===== src/rtl/alu_pkg.sv =====
// alu_seq shared types: operation codes and FSM states.
// Imported by the ALU core and the sequencing top.
package alu_pkg;

  typedef enum logic [2:0] {
    OP_XOR  = 3'b000,
    OP_ROR  = 3'b001,
    OP_ROL  = 3'b010,
    OP_AND  = 3'b011,
    OP_OR   = 3'b100,
    OP_ADD  = 3'b101,
    OP_SUB  = 3'b110,
    OP_PASS = 3'b111
  } op_e;

  typedef enum logic [1:0] {
    IDLE = 2'b00,
    BUSY = 2'b01,
    DONE = 2'b10
  } state_e;

  function automatic logic is_rot(op_e op);
    return (op == OP_ROR) || (op == OP_ROL);
  endfunction

endpackage


===== src/rtl/alu_core.sv =====
// Combinational ALU: single-cycle ops plus ZF/CF/NF generation.
// Rotates pass A through; the iterative rotate lives in alu_seq.
module alu_core
  import alu_pkg::*;
#(
  parameter int WIDTH = 5
) (
  input  op_e              op_i,
  input  logic [WIDTH-1:0] a_i,
  input  logic [WIDTH-1:0] b_i,
  output logic [WIDTH-1:0] r_o,
  output logic             zf_o,
  output logic             cf_o,
  output logic             nf_o
);

  logic [WIDTH:0] sum;
  logic [WIDTH:0] diff;

  assign sum  = {1'b0, a_i} + {1'b0, b_i};
  assign diff = {1'b0, a_i} - {1'b0, b_i};

  // Result and carry/borrow select by op
  always_comb begin
    r_o  = a_i;
    cf_o = 1'b0;
    unique case (op_i)
      OP_XOR:  r_o = a_i ^ b_i;
      OP_AND:  r_o = a_i & b_i;
      OP_OR:   r_o = a_i | b_i;
      OP_ADD: begin
        r_o  = sum[WIDTH-1:0];
        cf_o = sum[WIDTH];
      end
      OP_SUB: begin
        r_o  = diff[WIDTH-1:0];
        cf_o = diff[WIDTH];
      end
      OP_ROR,
      OP_ROL,
      OP_PASS: r_o = a_i;
      default: r_o = a_i;
    endcase
  end

  assign zf_o = (r_o == '0);
  assign nf_o = r_o[WIDTH-1];

endmodule


===== src/rtl/alu_seq.sv =====
// Handshaked ALU: valid/ready in, registered result and flags out.
// Rotates step one bit per cycle under an IDLE/BUSY/DONE FSM.
module alu_seq
  import alu_pkg::*;
#(
  parameter  int WIDTH = 5,
  localparam int CNT_W = $clog2(WIDTH)
) (
  input  logic             clk,
  input  logic             rst_n,
  input  logic             in_valid,
  output logic             in_ready,
  input  op_e              op,
  input  logic [WIDTH-1:0] A,
  input  logic [WIDTH-1:0] B,
  output logic             out_valid,
  input  logic             out_ready,
  output logic [WIDTH-1:0] R,
  output logic             ZF,
  output logic             CF,
  output logic             NF
);

  if (WIDTH < 2) begin : g_width_chk
    $error("alu_seq: WIDTH must be >= 2");
  end

  localparam logic [WIDTH-1:0] WL = WIDTH'(WIDTH);

  state_e           state_q, state_d;
  logic [WIDTH-1:0] work_q, work_d;
  logic [CNT_W-1:0] cnt_q, cnt_d;
  logic             dir_q, dir_d;
  logic [WIDTH-1:0] r_q, r_d;
  logic             zf_q, zf_d;
  logic             cf_q, cf_d;
  logic             nf_q, nf_d;

  logic [CNT_W-1:0] amt;
  logic             rot_go;
  logic [WIDTH-1:0] rot_step;
  logic             last_step;

  op_e              core_op;
  logic [WIDTH-1:0] core_a;
  logic [WIDTH-1:0] core_r;
  logic             core_zf;
  logic             core_cf;
  logic             core_nf;

  assign amt       = CNT_W'(B % WL);
  assign rot_go    = is_rot(op) && (amt != '0);
  assign last_step = (cnt_q == CNT_W'(1));

  // dir_q=1 rotates left, else right
  assign rot_step = dir_q
    ? {work_q[WIDTH-2:0], work_q[WIDTH-1]}
    : {work_q[0], work_q[WIDTH-1:1]};

  // Final rotate value goes through PASS for flags
  assign core_op = (state_q == BUSY) ? OP_PASS : op;
  assign core_a  = (state_q == BUSY) ? rot_step : A;

  alu_core #(
    .WIDTH(WIDTH)
  ) u_core (
    .op_i(core_op),
    .a_i (core_a),
    .b_i (B),
    .r_o (core_r),
    .zf_o(core_zf),
    .cf_o(core_cf),
    .nf_o(core_nf)
  );

  // FSM state register
  always_ff @(posedge clk or negedge rst_n) begin
    if (!rst_n) state_q <= IDLE;
    else        state_q <= state_d;
  end

  // FSM next-state logic
  always_comb begin
    state_d = state_q;
    unique case (state_q)
      IDLE: if (in_valid) state_d = rot_go ? BUSY : DONE;
      BUSY: if (last_step) state_d = DONE;
      DONE: if (out_ready) state_d = IDLE;
      default: state_d = IDLE;
    endcase
  end

  // FSM handshake outputs
  always_comb begin
    in_ready  = 1'b0;
    out_valid = 1'b0;
    unique case (state_q)
      IDLE:    in_ready  = 1'b1;
      DONE:    out_valid = 1'b1;
      default: ;
    endcase
  end

  // Datapath next values: latch on transfer, step in BUSY
  always_comb begin
    work_d = work_q;
    cnt_d  = cnt_q;
    dir_d  = dir_q;
    r_d    = r_q;
    zf_d   = zf_q;
    cf_d   = cf_q;
    nf_d   = nf_q;
    unique case (state_q)
      IDLE: begin
        if (in_valid) begin
          dir_d = (op == OP_ROL);
          if (rot_go) begin
            work_d = A;
            cnt_d  = amt;
          end else begin
            r_d  = core_r;
            zf_d = core_zf;
            cf_d = core_cf;
            nf_d = core_nf;
          end
        end
      end
      BUSY: begin
        work_d = rot_step;
        cnt_d  = cnt_q - CNT_W'(1);
        if (last_step) begin
          r_d  = core_r;
          zf_d = core_zf;
          cf_d = core_cf;
          nf_d = core_nf;
        end
      end
      default: ;
    endcase
  end

  // Datapath and result registers
  always_ff @(posedge clk or negedge rst_n) begin
    if (!rst_n) begin
      work_q <= '0;
      cnt_q  <= '0;
      dir_q  <= 1'b0;
      r_q    <= '0;
      zf_q   <= 1'b0;
      cf_q   <= 1'b0;
      nf_q   <= 1'b0;
    end else begin
      work_q <= work_d;
      cnt_q  <= cnt_d;
      dir_q  <= dir_d;
      r_q    <= r_d;
      zf_q   <= zf_d;
      cf_q   <= cf_d;
      nf_q   <= nf_d;
    end
  end

  assign R  = r_q;
  assign ZF = zf_q;
  assign CF = cf_q;
  assign NF = nf_q;

endmodule

===== config.mk =====
export PLATFORM = sky130hd
export DESIGN_NAME = alu_seq
export DESIGN_NICKNAME = d
export VERILOG_FILES = /design/src/rtl/alu_pkg.sv /design/src/rtl/alu_core.sv /design/src/rtl/alu_seq.sv
export SDC_FILE = /design/constraint.sdc
export NUM_CORES = 1
export LEC_CHECK = 0
export ABC_CLOCK_PERIOD_IN_PS = 8500
export CAP_MARGIN = 25
export CORE_MARGIN = 8
export CORE_UTILIZATION = 50
export CTS_CLUSTER_DIAMETER = 150
export DETAILED_ROUTE_END_ITERATION = 12
export GPL_TIMING_DRIVEN = 0
export PLACE_DENSITY_LB_ADDON = 0.1
export SYNTH_ARGS = -nofsm -noshare
export SYNTH_HDL_FRONTEND = slang
export SYNTH_SLANG_ARGS = --single-unit
export TNS_END_PERCENT = 1

===== constraint.sdc =====
create_clock -name clk -period 8.5 [get_ports clk]
set_clock_uncertainty 0.15 [all_clocks]
set_input_delay 2.55 -clock clk [delete_from_list [all_inputs] [get_ports clk]]
set_output_delay 2.55 -clock clk [all_outputs]
set_load 0.01 [all_outputs]

## Word-level counts from Yosys, hierarchy flattened

Index checks and enable logic that the tools add are counted.

| word-level totals | value |
|---|---|
| flip-flop bits (word level) | 19 |
| word-level logic and storage cells | 78 |
| input port bits | 17 |
| output and inout port bits | 10 |

| cells by class | value |
|---|---|
| multiplexer cells | 34 |
| equality and inequality tests | 17 |
| bitwise operators | 3 |
| divide/modulo/power cells | 1 |
| reductions and logical operators | 12 |
| add/subtract/negate cells | 3 |

Operators by type and width:

| operator | number |
|---|---|
| $mux W5 | 7 |
| $pmux W5 S6 | 1 |
| $pmux W5 S2 | 2 |
| $eq A3 B3 Y1 const B | 4 |
| $mux W1 | 11 |
| $ne A2 B2 Y1 const B | 5 |
| $eq A3 B1 Y1 const B | 3 |
| $eq A3 B2 Y1 const B | 3 |
| $mux W3 | 3 |
| $mux W2 | 4 |
| $pmux W1 S2 | 4 |
| $add A5 B5 Y6 | 1 |
| $pmux W2 S3 | 1 |
| $pmux W3 S2 | 1 |
| $reduce_and A3 Y1 | 2 |
| $sub A5 B5 Y6 | 1 |
| $and A5 B5 Y5 | 1 |
| $logic_not A5 Y1 | 1 |
| $mod A5 B3 Y5 const B | 1 |
| $or A5 B5 Y5 | 1 |
| $xor A5 B5 Y5 | 1 |
| $reduce_and A4 Y1 | 1 |
| $logic_not A3 Y1 | 1 |
| $reduce_bool A3 Y1 | 1 |
| 9 further kinds | 9 |

## Logic depth before layout (Yosys ltp)

Gate-level depths: netlist of run 1.

| logic depth | value |
|---|---|
| depth in word-level cells | 9 |
| gate-level depth with buffers | 16 |
| mapped depth without buffers | 14 |

## Modules after synthesis

From an unflattened synthesis of run 1, not the netlist that was laid out.

| second synthesis, totals | value |
|---|---|
| cell total of the unflattened synthesis | 241 |
| area total of the unflattened synthesis | 2204.6 um^2 |

Modules (own cells, without submodules):

| module | cells each | seq. area each (um^2) | area an instance (um^2) | instances |
|---|---|---|---|---|
| alu_seq | 126 | 475.5 | 1360.1 | 1 |
| alu_core | 115 | 0.0 | 844.6 | 1 |

## Worst setup path after synthesis of run 1

OpenSTA, ideal clock, no wires.

| timing path | value |
|---|---|
| kind | in2reg |
| from | input port B[4] |
| to | register cf_q (netlist: CF) |
| cell stages on the path | 11 |
| data required time | 8.225 ns |
| path buffers | 1 |
| arrival time | 5.223 ns |
| setup time | 0.125 ns |
| setup slack | 3.002 ns |
| cell sequence | nor2b_1 -> buf_6 -> a221o_2 -> o21ai_0 -> ha_1 -> o32a_2 -> a2111oi_4 -> mux2i_1 -> nand2_2 -> a22oi_4 -> mux2_4 |

| on the way | value |
|---|---|
| word-level cells in the longest chain between the ends | 5 |
| elaborated cells between the ends (all ways) | 12 |
| classes of those cells | add/sub (2); div (1); eq/ne (1); mux (5); reduce/logical (3) |

RTL lines:

| item | line | RTL |
|---|---|---|
| start, declared | alu_seq.sv:15 | `input logic [WIDTH-1:0] B,` |
| $mod A5 B3 Y5 (tied with other cells) | alu_seq.sv:51 | `assign amt = CNT_W'(B % WL);` |
| $reduce_bool A3 Y1 or $pmux W1 S2 (tied branches) | alu_seq.sv:52, alu_core.sv:27 |  |
| $logic_and A1 B1 Y1 or $mux W1 (tied branches) | alu_seq.sv:52, alu_seq.sv:117 |  |
| $ne A2 B2 Y1 (no source line) or $mux W1 (tied branches) | -- |  |
| $reduce_and A4 Y1 (no source line) or $pmux W1 S2 (tied branches) | -- |  |
| end signal, assigned | alu_seq.sv:150 | `cf_q <= 1'b0;` |
| end signal, assigned | alu_seq.sv:158 | `cf_q <= cf_d;` |
| end, declared | alu_seq.sv:36 | `logic cf_q, cf_d;` |

Parallel ways exist; a longest one is shown, timed or not. The select of a mux whose other input is x is not followed.
A chain may end at the register's enable or synchronous reset.

## Worst setup path in the final report of run 1

| timing path | value |
|---|---|
| from | input port B[4] |
| to | register r_q[2] (netlist: R[2]) |

| on the way | value |
|---|---|
| word-level cells in the longest chain between the ends | 5 |

RTL lines:

| item | line | RTL |
|---|---|---|
| $mod A5 B3 Y5 | alu_seq.sv:51 |  |
| $reduce_bool A3 Y1 | alu_seq.sv:52 | `assign rot_go = is_rot(op) && (amt != '0);` |
| $logic_and A1 B1 Y1 | alu_seq.sv:52 |  |
| $ne A2 B2 Y1 (no source line) | -- |  |
| $reduce_and A4 Y1 (no source line) | -- |  |
| end signal, assigned | alu_seq.sv:156 | `r_q <= r_d;` |
| end, declared | alu_seq.sv:34 | `logic [WIDTH-1:0] r_q, r_d;` |

Every way passes these cells.

==> impl_metrics.yaml, run 1 <==
timing:
  slew_headroom: 0.467
  setup_tns_ns: 0
  fmax_ghz: 0.161
  maxSlewViolCount: 0
  grt_setup_unrepaired: "false"
  worst_pin_slew_ns: 0.797
  holdWs_ns: 0.358
  hold_viol: 0
  fin_crit_ns: 6.21
  setup_viol: 0
  period_share: 0.731
clock_network:
  clock-sinks: 18
  htree_num_levels: 1
  cts_setup_buffers: 0
  cts_tree: "yes"
  root_buffer: "clkbuf_8"
  clock_path_buffers: 2
  cts_buffers: 3
  cts-hold-fix-buffers: 0
  cts_resized: 0
  cts.clk_slew.worst_paths_ns: 0.07
  worstSkewPairLatency_ns: 0.25
finish:
  antennaDiodeCount: 0
  fill_cells: 402
  design_area_sq_um: 2330
  synthToLayoutAreaGrowth_pct: 18.1
  drive_above_1_share: 0.120
  layout.nets: 291
grt:
  grt_pass1_vias: 1636
  grt_first_pass_wirelength_mm: 7.78
  grt_usage: 0.152
  overflow: 0
  antenna_found_initial: 0
  grt_max_degree: 19
synth:
  ys_warn_count: 0
  synth_edf_count: 0
  ys_ff_latch: 18
  syn-instance-count: 223
  netlist_area_sq_um: 1980
  syn_nets: 262
  synth-seq-area-share: 0.228
  async_flop_share: 1.00
  synth.avg_cell_area_sq_um: 8.86
  synthFlopType: "dfrtp_1"
  ys_types: 56
route:
  wl_mm: 4.60
  drt_iter0_markers: 99
  via_per_inst: 5.68
  ant_nets: 0
  post-route-drc-count: 0
  dr.pass1.iters: 4
  vias: 1709
  wl_per_cell_microns: 15.3
floorplan:
  die_x_microns: 78.9
  die_area_sq_um: 6220
  initial_core_util: 0.505
  rows: 23
  die_h_microns: 78.9
  io_pins: 27
  core_sq_um: 3910
outcome:
  status: "finished clean"
power_and_ir_drop:
  internal_power_mw: 0.350
  switchingPower_mw: 0.243
  p_comb_frac: 0.624
  clockPowerShare: 0.117
  p_leak_nw: 1.09
  p_total_mw: 0.593
  p_seq_frac: 0.259
  swShare: 0.410
  ir_drop_mv: 0.0802
  p_per_area_nw_per_um2: 254
worst_hold_path:
  min_path_type: "reg2reg"
  hold-path-cell-count: 2
placement:
  hpwlAfterDp_mm: 3.79
  gp_congestion: 0.878
  dpl-instance-area_sq_um: 2280
  portBuffers: 24
critical_path:
  cp.required_ns: 8.49
  cp-end-kind: "flop"
  critical_path.max_fanout: 8
  start_kind: "input pin"
  worstRegToRegCells: 14
  critPathKind: "in2reg"
  cp.arrival_ns: 6.21
  reg2reg_setup_slack_ns: 4.79
flow_run:
  cap_violations: 0
## metal layers
metal	vias up	track usage	routed length, microns
li1	856	-	-
met4	0	0.0611	72
met3	6	0.00903	321
met5	-	0	0
met2	60	0.242	2080
met1	787	0.210	2130
## state kept, by name (all words and copies together), names as in the netlist
| register | cells |
|---|---|
| cnt_q | 3 |
| state_q | 2 |
| dir_q | 1 |
| CF | 1 |
| work_q | 5 |
| R | 5 |
| ZF | 1 |
## cell usage in the layout (no fill, tap or decap), drive strengths merged, types with 5 or more instances in the layout
master         instances
clkdlybuf4s50         24
ha                    20
inv                   19
dfrtp                 18
nand2                 18
nor2                  14
o21ai                 13
clkbuf                12
mux2i                 11
nor3                   9
a21oi                  9
mux2                   9
xnor2                  5
a221o                  5
buf                    5
## path summary, 6_finish.rpt
path                       startpoint         to
setup / recovery                 B[4]       R[2]
hold / removal              work_q[1]  work_q[1]
setup reg to reg           state_q[1]         ZF
hold reg to reg             work_q[1]  work_q[1]
max in group asynchronous       rst_n   cnt_q[1]
min in group asynchronous       rst_n       R[3]
## worst max-delay path, cell delays in order
cell and delay (ns):
clkdlybuf4s50_1 0.64, nor2b_1 0.20, buf_6 0.15, a221o_2 0.14
o21ai_0 0.16, ha_1 0.25, o32a_2 0.41, a2111oi_4 0.48
mux2i_1 0.40, nand2_2 0.13, a22oi_4 0.36, mux2_4 0.34
## cell families (layout without fill, tap and decap cells)
| kind of cell | count (synthesis) | count (layout) | share of synthesized area |
|---|---|---|---|
| AO/OA/AOI/OAI | 59 | 59 | 0.236 |
| XOR/XNOR | 7 | 7 | 0.0310 |
| adder cells (fa/ha/maj) | 22 | 22 | 0.147 |
| buffers and inverters | 32 | 60 | 0.0766 |
| flip-flops | 18 | 18 | 0.228 |
| multiplexers | 20 | 20 | 0.115 |
| AND/OR/NAND/NOR | 65 | 65 | 0.167 |
## power by group through the flow
| stage | Combinational [mW] | Sequential, mW | Clock, mW |
|---|---|---|---|
| after global routing | 0.407 | 0.161 | 0.0758 |
| after CTS | 0.373 | 0.154 | 0.0720 |
| after detailed placement | 0.372 | 0.156 | 0 |
| after floorplan | 0.249 | 0.156 | 0 |
| final | 0.370 | 0.154 | 0.0691 |
| after global placement | 0.366 | 0.155 | 0 |
## area by class of cell
| cell class | count | area (sq um) | share of cell area |
|---|---|---|---|
| multi-input cells | 173 | 1370 | 0.589 |
| well taps | 50 | 62.6 | 0.0268 |
| clock buffers | 4 | 55.1 | 0.0236 |
| flip-flops and latches | 18 | 450 | 0.193 |
| plain buffers | 13 | 80.1 | 0.0343 |
| repair buffers | 24 | 240 | 0.103 |
| inverters | 19 | 71.3 | 0.0306 |
## cell usage after synthesis, drive strengths merged (5+ instances only)
master | count | area [sq um]
mux2 | 9 | 116
inv | 19 | 71.3
nor3 | 9 | 45.0
a21oi | 9 | 45.0
nand2 | 18 | 70.1
nor2 | 14 | 52.6
dfrtp | 18 | 450
o21ai | 13 | 65.1
xnor2 | 5 | 43.8
mux2i | 11 | 110
ha | 20 | 250
clkbuf | 8 | 40.0
buf | 5 | 40.0
a221o | 5 | 53.8
## stage by stage
step           instances  setup slack (ns)   util
2_1_floorplan        223              3.00      -
5_1_grt              301              1.98  0.596
4_1_cts              301              2.26  0.596
6_report             301              2.29  0.596
3_3_place_gp         297              1.98  0.582
3_5_place_dp         297              1.99  0.582
Note: power is estimated with default switching activity, not from simulation.
==> run 2: changes to the inputs <==
ABC_CLOCK_PERIOD_IN_PS = 5480   (was 8500)
clock period = 5.48 ns   (was 8.5 ns; I/O delays follow)
==> run 2 against run 1 <==
Against the previous run:
- die area stayed put
- combinational power rose by 59%
- cell count grew 0.33%
- global-route usage stayed put
- critical endpoint unchanged
- largest cell class unchanged
- highest routed layer unchanged
==> impl_metrics.yaml, run 2 (synthesized netlist as in run 1, its figures left out) <==
placement:
  gp_congestion: 0.878
  dp_slack_ns: -0.123
  hpwlAfterDp_mm: 3.79
  portBuffers: 24
  dp.cells: 297
route:
  wl_per_cell_microns: 15.5
  dr.pass1.iters: 4
  vias: 1713
  post-route-drc-count: 0
  ant_nets: 0
  drt_iter0_markers: 109
  via_per_inst: 5.67
  wl_mm: 4.67
finish:
  layout.nets: 292
  layout_commonest_cell: "clkdlybuf4s50_1"
  most-common-layout-cells: "clkdlybuf4s50_1, ha_1, inv_1"
  antennaDiodeCount: 0
  synthToLayoutAreaGrowth_pct: 19.3
  fill_cells: 399
  multiInputGateArea_sq_um: 1380
  drive_above_1_share: 0.127
  final_cells: 302
  seqCellArea_sq_um: 450
critical_path:
  start_kind: "input pin"
  cp.arrival_ns: 5.19
  cp-end-kind: "flop"
  cp.required_ns: 5.48
  critical_path.max_fanout: 8
  critPathKind: "in2reg"
grt:
  grt_usage: 0.152
  antenna_found_initial: 0
  grt_first_pass_wirelength_mm: 7.78
  overflow: 0
  grt_max_degree: 19
  grt_pass1_vias: 1636
floorplan:
  rows: 23
  io_pins: 27
  die_h_microns: 78.9
  die_x_microns: 78.9
  initial_core_util: 0.505
  core_sq_um: 3910
  die_area_sq_um: 6220
clock_network:
  cts_buffers: 3
  root_buffer: "clkbuf_8"
  clock-sinks: 18
  cts.clk_slew.worst_paths_ns: 0.07
  clock_path_buffers: 2
  htree_num_levels: 1
  worstSkewPairLatency_ns: 0.26
  cts_tree: "yes"
outcome:
  status: "finished clean"
timing:
  hold_viol: 0
  worst_pin_slew_ns: 0.824
  fin_crit_ns: 5.19
  setup_viol: 0
  grt_setup_unrepaired: "false"
  maxSlewViolCount: 0
  slew_headroom: 0.449
  post-route-worst-setup-slack_ns: 0.285
  period_share: 0.948
  fmax_ghz: 0.193
power_and_ir_drop:
  ir_drop_mv: 0.124
  p_per_area_nw_per_um2: 397
  p_leak_nw: 1.09
  p_total_mw: 0.936
flow_run:
  cap_violations: 0
worst_hold_path:
  min_path_type: "reg2reg"
## run 2: layout make-up
type | count | share of cell area
plain buffers | 13 | 0.0340
clock buffers | 4 | 0.0234
flip-flops and latches | 18 | 0.191
well taps | 50 | 0.0265
inverters | 19 | 0.0303
repair buffers | 25 | 0.110
multi-input cells | 173 | 0.584
## run 2: worst max-delay path: stages
cell	delay (ns)
clkdlybuf4s50_1	0.64
nor2b_1	0.20
buf_6	0.15
a221o_2	0.14
o21ai_0	0.16
ha_1	0.25
o32a_2	0.41
a2111oi_4	0.50
mux2i_2	0.36
nand2_2	0.12
a22oi_4	0.16
buf_12	0.15
mux2_4	0.29
## run 2: stage by stage
step                       util  TNS (ns)  area (sq um)  hold slack [ns]
after global routing      0.602         0          2360            0.392
after detailed placement  0.582    -0.488          2280            0.346
after floorplan               -         0          1980            0.313
after global placement    0.582    -0.545          2280            0.336
after CTS                 0.596         0          2330            0.361
final                     0.602         0          2360            0.358
## run 2: worst paths after layout
kind	slack [ns]	start	cells after the start	end
worst max-delay path	0.29	B[4]	13	R[2]
worst min-delay path	0.36	work_q[1]	2	work_q[1]
worst max register to register	1.76	state_q[1]	14	ZF
worst min register to register	0.36	work_q[1]	2	work_q[1]
max in group asynchronous	2.96	rst_n	1	cnt_q[1]
min in group asynchronous	1.71	rst_n	1	R[3]
## run 2: layer usage
layer  track usage  routed length (microns)  up-vias
li1              -                        -      856
met1         0.210                     2200      791
met2         0.242                     2100       60
met3       0.00903                      293        6
met4        0.0611                       72        0
met5             0                        0        -
## run 2: repair_timing
item | in CTS | in global routing
hold buffers | 0 | 0
resized for setup | 0 | 1
setup buffers | 0 | 1
setup endpoints to repair | 0 | 7
## run 2: power breakdown
part           total (mW)  internal, mW  switching (mW)
logic               0.589         0.295           0.295
clock network       0.109        0.0639          0.0450
registers           0.238         0.195          0.0431
==> run 3: changes to the inputs <==
ABC_CLOCK_PERIOD_IN_PS = 4320   (was 5480)
CORE_MARGIN = 1.5   (was 8)
CORE_UTILIZATION = 30   (was 50)
clock period = 4.32 ns   (was 5.48 ns; I/O delays follow)
==> run 3 against run 2 <==
Against the previous run:
- routed wire length rose by 10%
- power rose by 28%
- clock-buffer cell count did not move
- combinational power rose by 28%
- clock power rose by 28%
- sequential share of layout area fell by 0.42 points
- flip-flop and latch count did not move
- core utilization fell by 22 points
- register-to-register slack got worse by 1.3 ns
- non-clock buffer count rose by 3
- die area rose by 14%
- cell count rose by 9.9%
- critical path type unchanged
- critical endpoint is now R[4]
- largest cell class unchanged
- highest routed layer unchanged
==> impl_metrics.yaml, run 3 (synthesized netlist as in run 1, its figures left out) <==
worst_hold_path:
  hold_path_end: "R[3]"
  min_path_type: "reg2reg"
  hold-path-cell-count: 1
  worstHoldStart: "R[3]"
power_and_ir_drop:
  p_seq_frac: 0.253
  swShare: 0.412
  switchingPower_mw: 0.492
  clockPowerShare: 0.116
  ir_drop_mv: 0.256
  internal_power_mw: 0.703
  p_leak_nw: 1.12
  p_per_area_nw_per_um2: 496
  p_comb_frac: 0.630
route:
  dr.pass1.iters: 4
  via_per_inst: 5.09
  wl_mm: 5.14
  drt_iter0_markers: 64
  post-route-drc-count: 0
  wl_per_cell_microns: 15.5
  vias: 1690
  ant_nets: 0
placement:
  hpwlAfterDp_mm: 4.12
  portBuffers: 24
  gp_congestion: 0.842
  dp_slack_ns: -1.02
  dpl-instance-area_sq_um: 2310
timing:
  fmax_ghz: 0.245
  post-route-worst-setup-slack_ns: 0.233
  worst_pin_slew_ns: 0.832
  setup_viol: 0
  grt_setup_unrepaired: "false"
  holdWs_ns: 0.363
  maxSlewViolCount: 0
  period_share: 0.946
  hold_viol: 0
  fin_crit_ns: 4.09
  slew_headroom: 0.444
  setup_tns_ns: 0
floorplan:
  rows: 29
  die_h_microns: 84.2
  core_sq_um: 6350
  die_x_microns: 84.2
  die_area_sq_um: 7080
  io_pins: 27
  initial_core_util: 0.311
finish:
  drive_above_1_share: 0.161
  layout_commonest_cell: "clkdlybuf4s50_1"
  most-common-layout-cells: "clkdlybuf4s50_1, ha_1, dfrtp_1, inv_1, nand2_1"
  design_area_sq_um: 2410
  antennaDiodeCount: 0
  layout.nets: 295
  fill_cells: 680
  synthToLayoutAreaGrowth_pct: 22.0
critical_path:
  cp.arrival_ns: 4.08
  worstRegToRegCells: 13
  cp-end-kind: "flop"
  critPathKind: "in2reg"
  r2r-end: "ZF"
  start_kind: "input pin"
  critical_path.max_fanout: 8
  reg2reg_from: "state_q[1]"
  cp.required_ns: 4.31
  reg2reg_setup_slack_ns: 0.51
grt:
  overflow: 0
  grt_pass1_vias: 1727
  grt_usage: 0.156
  grt_first_pass_wirelength_mm: 8.80
  antenna_found_initial: 0
  grt_max_degree: 19
clock_network:
  root_buffer: "clkbuf_8"
  clock-sinks: 18
  cts.clk_slew.worst_paths_ns: 0.07
  cts_tree: "yes"
  cts-hold-fix-buffers: 0
  cts_buffers: 3
  worstSkewPairLatency_ns: 0.25
  clock_path_buffers: 2
  htree_num_levels: 1
flow_run:
  cap_violations: 0
outcome:
  status: "finished clean"
[run 3: routing by layer]
metal | vias up | global-route usage | share of wire
li1 | 863 | - | -
met2 | 27 | 0.244 | 0.45
met3 | 4 | 0.0138 | 0.024
met4 | 0 | 0.0537 | 0.014
met1 | 796 | 0.224 | 0.52
met5 | - | 0 | 0
[run 3: per-stage QoR]
stage               instances   util  power [mW]
floorplan                 223      -       0.798
global placement          324  0.364        1.05
detailed placement        324  0.364        1.05
CTS                       331  0.379        1.21
global route              332  0.380        1.31
finish                    332  0.380        1.20
[run 3: how the worst max path moves through the flow]
| stage | start | cells past startpoint | slack (ns) | to |
|---|---|---|---|---|
| final | B[4] | 13 | 0.23 | R[4] |
| after global routing | A[0] | 13 | 0.01 | ZF |
| after CTS | B[2] | 13 | 0.05 | R[4] |
| after detailed placement | B[4] | 12 | -1.02 | R[4] |
| after global placement | B[4] | 12 | -1.04 | CF |
| after floorplan | B[4] | 11 | 0.08 | CF |
[run 3: what timing repair did]
action | in CTS | in global routing
setup buffers | 3 | 1
setup endpoints to repair | 17 | 9
cloned | 0 | 0
gates resized for setup | 9 | 9
pin swaps | 2 | 1
[run 3: final cells by class]
class | count | area (sq um) | area share
clock buffer | 4 | 55.1 | 0.0228
multi-input combinational | 173 | 1380 | 0.574
timing repair buffer | 28 | 273 | 0.113
buffer | 13 | 80.1 | 0.0332
sequential | 18 | 450 | 0.187
tap | 77 | 96.3 | 0.0400
inverter | 19 | 71.3 | 0.0296
[run 3: worst max-delay path, cell delays in order]
cell       delay, ns
clkbuf_4        0.16
nor2b_1         0.17
buf_6           0.15
a221o_2         0.16
o21ai_2         0.08
ha_2            0.19
o32a_2          0.40
a2111oi_4       0.39
mux2i_2         0.35
nand2_2         0.12
a22oi_4         0.16
buf_12          0.15
mux2_4          0.29
[run 3: power by group through the flow]
stage               Sequential (mW)  Combinational (mW)  Clock [mW]
floorplan                     0.307               0.491           0
global placement              0.305               0.741           0
detailed placement            0.305               0.742           0
CTS                           0.304               0.761       0.145
global route                  0.315               0.841       0.153
finish                        0.303               0.753       0.139
